[config.mk]
export PLATFORM = sky130hd
export DESIGN_NAME = usb_tx_bit_stuffer
export DESIGN_NICKNAME = d
export VERILOG_FILES = /design/src/rtl/usb_tx_pkg.sv /design/src/rtl/tx_bit_timer.sv /design/src/rtl/usb_tx_bit_stuffer.sv
export SDC_FILE = /design/constraint.sdc
export NUM_CORES = 1
export LEC_CHECK = 0
export CORE_ASPECT_RATIO = 0.75
export CORE_MARGIN = 2
export CORE_UTILIZATION = 25
export DETAILED_ROUTE_END_ITERATION = 10
export HOLD_SLACK_MARGIN = 0.12
export SYNTH_ARGS = -nofsm -noshare
export SYNTH_HDL_FRONTEND = slang
export SYNTH_SLANG_ARGS = --single-unit
[constraint.sdc]
create_clock -name clk -period 4.6 [get_ports clk]
set_clock_uncertainty 0.1 [all_clocks]
set_input_delay 0.92 -clock clk [delete_from_list [all_inputs] [get_ports clk]]
set_output_delay 0.92 -clock clk [all_outputs]
set_load 0.005 [all_outputs]
[src/rtl/usb_tx_pkg.sv]
// Shared definitions for the USB transmit serializer.
//   tx_state_t        : packet-level transmit state
//   SYNC_BYTE         : SYNC pattern, sent LSB-first (seven 0s then a 1)
//   EOP_BITS          : number of SE0 bit periods closing each packet
//   DEF_CLKS_PER_BIT  : default clocks per USB bit period
//   DEF_STUFF_LIMIT   : default run of 1s that forces a stuffed 0
package usb_tx_pkg;

  localparam logic [7:0]  SYNC_BYTE        = 8'h80;
  localparam int unsigned EOP_BITS         = 2;
  localparam int unsigned DEF_CLKS_PER_BIT = 8;
  localparam int unsigned DEF_STUFF_LIMIT  = 6;

  typedef enum logic [2:0] {
    IDLE,
    SYNC,
    DATA,
    STUFF,
    EOP,
    IDLE_J
  } tx_state_t;

endpackage

[src/rtl/tx_bit_timer.sv]
// Bit-period timer for the USB transmit serializer.
//   clk, rst : system clock, asynchronous active-high reset
//   run      : timer counts while high, held at 0 while low
//   tick     : one-cycle strobe on the last clock of each bit period
module tx_bit_timer #(
  parameter int unsigned CLKS_PER_BIT = usb_tx_pkg::DEF_CLKS_PER_BIT
) (
  input  logic clk,
  input  logic rst,
  input  logic run,
  output logic tick
);

  localparam int unsigned CW = (CLKS_PER_BIT > 1) ? $clog2(CLKS_PER_BIT) : 1;
  localparam logic [CW-1:0] LAST = CW'(CLKS_PER_BIT - 1);

  logic [CW-1:0] count;

  assign tick = run && (count == LAST);

  always_ff @(posedge clk or posedge rst) begin
    if (rst) begin
      count <= '0;
    end else if (!run || tick) begin
      count <= '0;
    end else begin
      count <= count + CW'(1);
    end
  end

endmodule

[src/rtl/usb_tx_bit_stuffer.sv]
// USB TX packet serializer with bit stuffing, feeding the NRZI encoder.
// Prepends SYNC, shifts packet bytes LSB-first at one bit per CLKS_PER_BIT
// clocks, inserts a 0 after STUFF_LIMIT consecutive 1s, and closes each
// packet with EOP_BITS SE0 periods followed by one J period.
//   clk, rst          : system clock, asynchronous active-high reset
//   tx_data, tx_last  : packet byte and final-byte flag
//   tx_data_valid     : byte available / packet start request
//   tx_data_ready     : one-cycle pulse, byte captured this cycle
//   serial_out        : current pre-NRZI bit (registered)
//   encoder_enable    : SYNC/DATA/STUFF/IDLE_J bit presented (registered)
//   clock_timer       : strobe on the last clock of each bit period
//   eop_enable        : SE0 periods (registered)
//   tx_busy           : not IDLE
//   tx_done           : pulse on exit from IDLE_J
//   tx_error          : pulse on underrun
module usb_tx_bit_stuffer
  import usb_tx_pkg::*;
#(
  parameter int unsigned CLKS_PER_BIT = DEF_CLKS_PER_BIT,
  parameter int unsigned STUFF_LIMIT  = DEF_STUFF_LIMIT
) (
  input  logic       clk,
  input  logic       rst,
  input  logic [7:0] tx_data,
  input  logic       tx_last,
  input  logic       tx_data_valid,
  output logic       tx_data_ready,
  output logic       serial_out,
  output logic       encoder_enable,
  output logic       clock_timer,
  output logic       eop_enable,
  output logic       tx_busy,
  output logic       tx_done,
  output logic       tx_error
);

  localparam int unsigned SW = $clog2(STUFF_LIMIT + 1);
  localparam logic [SW-1:0] STUFF_MAX = SW'(STUFF_LIMIT);
  localparam logic [2:0]    EOP_LAST  = 3'(EOP_BITS - 1);

  tx_state_t     state_q, state_d;
  logic [2:0]    idx_q, idx_d;
  logic [7:0]    byte_q;
  logic [7:0]    byte_nxt;
  logic          last_q;
  logic          pkt_end_q, pkt_end_d;
  logic [SW-1:0] ones_q, ones_d;

  logic          run;
  logic          tick;
  logic          start;
  logic          bit_load;
  logic          load;
  logic          stuff_due;
  logic          ready_c, err_c, done_c;
  logic          ser_d, enc_d, eop_d;

  assign run       = (state_q != IDLE);
  assign start     = (state_q == IDLE) && tx_data_valid;
  assign bit_load  = start || tick;
  // ones_q already counts the bit currently on the line.
  assign stuff_due = (ones_q == STUFF_MAX);
  assign byte_nxt  = load ? tx_data : byte_q;

  tx_bit_timer #(
    .CLKS_PER_BIT(CLKS_PER_BIT)
  ) u_bit_timer (
    .clk (clk),
    .rst (rst),
    .run (run),
    .tick(tick)
  );

  // State register
  always_ff @(posedge clk or posedge rst) begin
    if (rst) begin
      state_q <= IDLE;
    end else begin
      state_q <= state_d;
    end
  end

  // Next-state and datapath decisions. idx_q is the bit on the line in
  // SYNC/DATA, the next data bit to send while in STUFF, and the SE0 period
  // count in EOP.
  always_comb begin
    state_d   = state_q;
    idx_d     = idx_q;
    pkt_end_d = pkt_end_q;
    load      = 1'b0;
    ready_c   = 1'b0;
    err_c     = 1'b0;
    done_c    = 1'b0;
    unique case (state_q)
      IDLE: begin
        if (tx_data_valid) begin
          state_d   = SYNC;
          idx_d     = '0;
          pkt_end_d = 1'b0;
        end
      end
      SYNC: begin
        if (tick) begin
          if (idx_q == 3'd7) begin
            idx_d = '0;
            if (tx_data_valid) begin
              ready_c = 1'b1;
              load    = 1'b1;
              state_d = DATA;
            end else begin
              err_c   = 1'b1;
              state_d = EOP;
            end
          end else begin
            idx_d = idx_q + 3'd1;
          end
        end
      end
      DATA: begin
        if (tick) begin
          if (idx_q == 3'd7 && !last_q && !tx_data_valid) begin
            // Underrun wins over a pending stuff bit.
            err_c   = 1'b1;
            state_d = EOP;
            idx_d   = '0;
          end else if (idx_q == 3'd7) begin
            idx_d = '0;
            if (last_q) begin
              pkt_end_d = 1'b1;
              state_d   = stuff_due ? STUFF : EOP;
            end else begin
              // Next byte is fetched at the bit-7 boundary even when a
              // stuff bit goes out first.
              ready_c = 1'b1;
              load    = 1'b1;
              state_d = stuff_due ? STUFF : DATA;
            end
          end else begin
            idx_d   = idx_q + 3'd1;
            state_d = stuff_due ? STUFF : DATA;
          end
        end
      end
      STUFF: begin
        if (tick) begin
          state_d = pkt_end_q ? EOP : DATA;
        end
      end
      EOP: begin
        if (tick) begin
          if (idx_q == EOP_LAST) begin
            idx_d   = '0;
            state_d = IDLE_J;
          end else begin
            idx_d = idx_q + 3'd1;
          end
        end
      end
      IDLE_J: begin
        if (tick) begin
          state_d = IDLE;
          done_c  = 1'b1;
        end
      end
      default: begin
        state_d = IDLE;
      end
    endcase
  end

  // Output decode: line values for the bit that starts after this edge, plus
  // the per-cycle strobes.
  always_comb begin
    ser_d  = 1'b1;
    enc_d  = 1'b0;
    eop_d  = 1'b0;
    ones_d = ones_q;
    case (state_d)
      SYNC: begin
        ser_d = SYNC_BYTE[idx_d];
        enc_d = 1'b1;
      end
      DATA: begin
        ser_d = byte_nxt[idx_d];
        enc_d = 1'b1;
      end
      STUFF: begin
        ser_d = 1'b0;
        enc_d = 1'b1;
      end
      EOP: begin
        ser_d = 1'b0;
        eop_d = 1'b1;
      end
      IDLE_J: begin
        ser_d = 1'b1;
        enc_d = 1'b1;
      end
      default: begin
        ser_d = 1'b1;
      end
    endcase

    if (start) begin
      ones_d = '0;
    end else if (bit_load) begin
      if ((state_d == SYNC || state_d == DATA) && ser_d) begin
        ones_d = stuff_due ? ones_q : ones_q + SW'(1);
      end else begin
        ones_d = '0;
      end
    end
  end

  assign tx_data_ready = ready_c;
  assign tx_error      = err_c;
  assign tx_done       = done_c;
  assign clock_timer   = tick;
  assign tx_busy       = run;

  // Datapath and registered line outputs
  always_ff @(posedge clk or posedge rst) begin
    if (rst) begin
      idx_q          <= '0;
      byte_q         <= '0;
      last_q         <= 1'b0;
      pkt_end_q      <= 1'b0;
      ones_q         <= '0;
      serial_out     <= 1'b1;
      encoder_enable <= 1'b0;
      eop_enable     <= 1'b0;
    end else begin
      idx_q          <= idx_d;
      pkt_end_q      <= pkt_end_d;
      ones_q         <= ones_d;
      serial_out     <= ser_d;
      encoder_enable <= enc_d;
      eop_enable     <= eop_d;
      if (load) begin
        byte_q <= tx_data;
        last_q <= tx_last;
      end
    end
  end

endmodule

==> summary.md <==
| Metric | Value |
|---|---|
| Total core area | `6290 sq um` |
| CTS root buffer | `clkbuf_8` |
| Hold Path Stages | `1` |
| Final Hold Viols | `0` |
| Total global-route track usage | `10.4%` |
| Top cell by count, worst path | `clkdlybuf4s50_1` |
| Crit path max-delay family | `buffers and inverters` |
| Setup TNS | `0 ps` |
| Final Max Slew Viols | `0` |
| Setup CP Type | `in -> out` |
| # clock sinks | `25` |
| Number of port buffers | `19` |
| Worst-Margin Slew | `963 ps` |
| CP max FO | `9` |
| Slowest-stage cell, CP | `clkdlybuf4s50_1` |
| Clock tree buffer depth | `2` |
| Cells after DPL | `251` |
| Post CTS Setup Buffer Count | `0` |
| Crit start category | `input pin` |
| Worst-path cell chain | `clkdlybuf4s50_1 -> nor3_1 -> a21boi_0 -> clkdlybuf4s50_1` |
| Antenna violations before repair | `0` |
| Yosys cell types | `59` |
| Layout area overhead | `18.3%` |
| Die height | `73.6 um` |
| TritonCTS clock tree | `done` |
| RSZ-0062 raised after global routing | `false` |
| FF-to-FF End | `ones_q[2]` |
| Fmax achieved | `276 MHz` |
| Post-synthesis sequential area ratio | `38.8%` |
| Worst vdd ir | `131 uV` |
| Syn avg cell area | `10.2 sq um` |
| P_sw | `119 uW` |
| Post-synth EDFFs | `0` |
| DR vias/cell | `4.84` |
| Post-synthesis net count | `178` |
| H-tree depth | `1` |
| Final Non-Filler Cells | `255` |
| CP startpoint | `tx_data_valid` |
| Mapped Cells | `159` |
| Worst path bufs/invs | `2` |
| Power Dens Cells | `231 nW/um^2` |
| Cts bufs inserted | `3` |
| Initial Util | `25.7%` |
| CTS clk-pin slew, worst paths | `90 ps` |
| Final WL | `3470 um` |
| Routed Antenna Nets | `0` |
| Max-Cap Viols | `0` |
| Number of antenna diodes | `0` |
| Largest net degree at the start of global routing | `26` |
| Max incr delay on CP | `570 ps` |
| Die ar. | `7130 sq um` |
| Fraction of power consumed by combinational cells | `13.4%` |
| Reg2reg path depth | `9` |
| Post-DP HPWL | `2570 um` |
| GR Overflow Total | `0` |
| DRT Pass-1 Iters | `4` |
| Synth warn | `0` |
| Leakage | `0.782 nW` |
| Nets | `194` |
| I/O pins | `20` |
| Share of cells above drive strength 1 | `12.1%` |
| Number of global-route vias before repair | `1188` |
| Crit. End Element | `output pin` |
| Overall power | `442 uW` |
| Worst hold path class | `reg -> reg` |
| Reg-to-reg slack, setup | `1470 ps` |
| Status | `finished, final reports clean` |
| First-pass GRT wire length | `5890 um` |
| Via count | `1233` |
| Final Util | `30.4%` |
| DRC viols | `0` |
| Net Sw Frac | `26.9%` |
| Hold path start | `u_bit_timer.count[0]` |
| Final Cycle Share | `78.9%` |
| Post-CTS Resized | `0` |
| Cts hold-fix bufs | `0` |
| Later-pin clock latency in the skew report | `280 ps` |
| Tmin final | `3630 ps` |
| Clock Power Share | `31.7%` |
| Seq pwr share | `54.9%` |
| Worst Hold Path EP | `u_bit_timer.count[0]` |
| Critical path data required time | `3580 ps` |
| Async SR Flop Fraction | `100%` |
| Commonest non-fill, non-tap cells in the layout | `dfrtp_1 (24), clkdlybuf4s50_1 (19), inv_1 (14)` |
| Placer congestion estimate | `0.788` |
| Die X | `96.9 um` |
| Std cell rows | `25` |
| # setup viols final | `0` |
| Synth Cell Area | `1620 sq um` |
| Commonest non-fill, non-tap cell in the layout | `dfrtp_1` |
| DRT iter0 DRCs | `165` |
| Routed WL per cell | `13.6 um` |
| Yosys reg bits | `25` |
| Slew headroom | `35.7%` |
| R2r startpoint | `state_q[1]` |
| Internal power | `323 uW` |
| Synth Flop Type | `dfrtp_1` |
| Worst path arrival time | `2610 ps` |
## worst register-to-register path, delay by kind of cell, from the launching register on
| family | cells | cell delay [ps] |
|---|---|---|
| and+or+nand+nor | 2 | 530 |
| muxes | 2 | 380 |
| DFF | 1 | 730 |
| buffers and inverters | 1 | 280 |
| AOI/OAI and AO/OA | 4 | 1000 |
## power groups by stage
stage	Clock (mW)	Combinational, mW	Sequential, mW
2_1_floorplan	0	0.0433	0.239
3_3_place_gp	0	0.0597	0.247
3_5_place_dp	0	0.0597	0.247
4_1_cts	0.142	0.0600	0.243
5_1_grt	0.153	0.0661	0.245
6_report	0.140	0.0593	0.243
## metrics by stage
| step | hold slack [ps] | worst slack, ps | cell area [sq um] |
|---|---|---|---|
| final | 344 | 971 | 1910 |
| after floorplan | 315 | 1720 | 1620 |
| after global routing | 377 | 864 | 1910 |
| after detailed placement | 339 | 947 | 1860 |
| after CTS | 351 | 937 | 1910 |
| after global placement | 328 | 995 | 1860 |
## flip-flops by register name, summed over array words and instances (netlist names)
| name | cells |
|---|---|
| last_q | 1 |
| serial_out | 1 |
| eop_enable | 1 |
| encoder_enable | 1 |
| u_bit_timer.count | 3 |
| byte_q | 8 |
| idx_q | 3 |
| pkt_end_q | 1 |
| state_q | 3 |
| ones_q | 3 |
## cells in the mapped netlist (2+ instances only)
master     instances  area share, %
nor3_2             2            1.2
o2bb2ai_1          3            1.6
dfrtp_1           24             37
buf_2              3           0.93
mux2_2             4            2.8
inv_1             14            3.3
nand3_1            6            1.9
clkbuf_1           4           0.93
a41oi_1            2            1.1
a22oi_1            2           0.93
xnor2_1            2            1.1
mux2i_1            9            5.6
buf_6              2            1.4
ha_1               7            5.4
nor4b_1            2            1.1
nor3b_1            3            1.4
or2_1              2           0.77
o221ai_1           2            1.1
nor3_1             4            1.2
nand2b_1           4            1.5
nor2_1             6            1.4
a21boi_0           2           0.93
nor2b_1            3            1.2
a21oi_1            4            1.2
nand2_1            9            2.1
## cell families after synthesis
family | synth area share (%)
fa+ha+maj | 5.42
xor+xnor | 1.63
flops | 38.8
mux | 9.06
compound gates | 18.3
buf+inv | 7.20
simple gates | 19.6
## layer usage
layer | track usage [%] | vias to the layer above | share of wire [%]
li1 | - | 610 | -
met1 | 14.3 | 583 | 50
met2 | 16.2 | 35 | 43
met3 | 3.14 | 5 | 5.6
met4 | 2.35 | 0 | 0.81
met5 | 0 | - | 0
## layout make-up
| cell class | instances | area [sq um] |
|---|---|---|
| Sequential cell | 25 | 627 |
| Fill cell | 656 | 4380 |
| Tap cell | 81 | 101 |
| Clock inverter | 1 | 7.51 |
| Multi-Input combinational cell | 109 | 873 |
| Inverter | 15 | 56.3 |
| Timing Repair Buffer | 21 | 205 |
| Clock buffer | 3 | 41.3 |
## worst max path at each step
| stage | to | slack [ps] | cells past startpoint |
|---|---|---|---|
| floorplan | ones_q[2] | 1720 | 9 |
| global placement | tx_error | 1000 | 4 |
| detailed placement | tx_error | 950 | 4 |
| CTS | tx_error | 940 | 4 |
| global route | tx_error | 860 | 4 |
| finish | tx_error | 970 | 4 |
No activity file was read; power rests on OpenSTA's default activity.
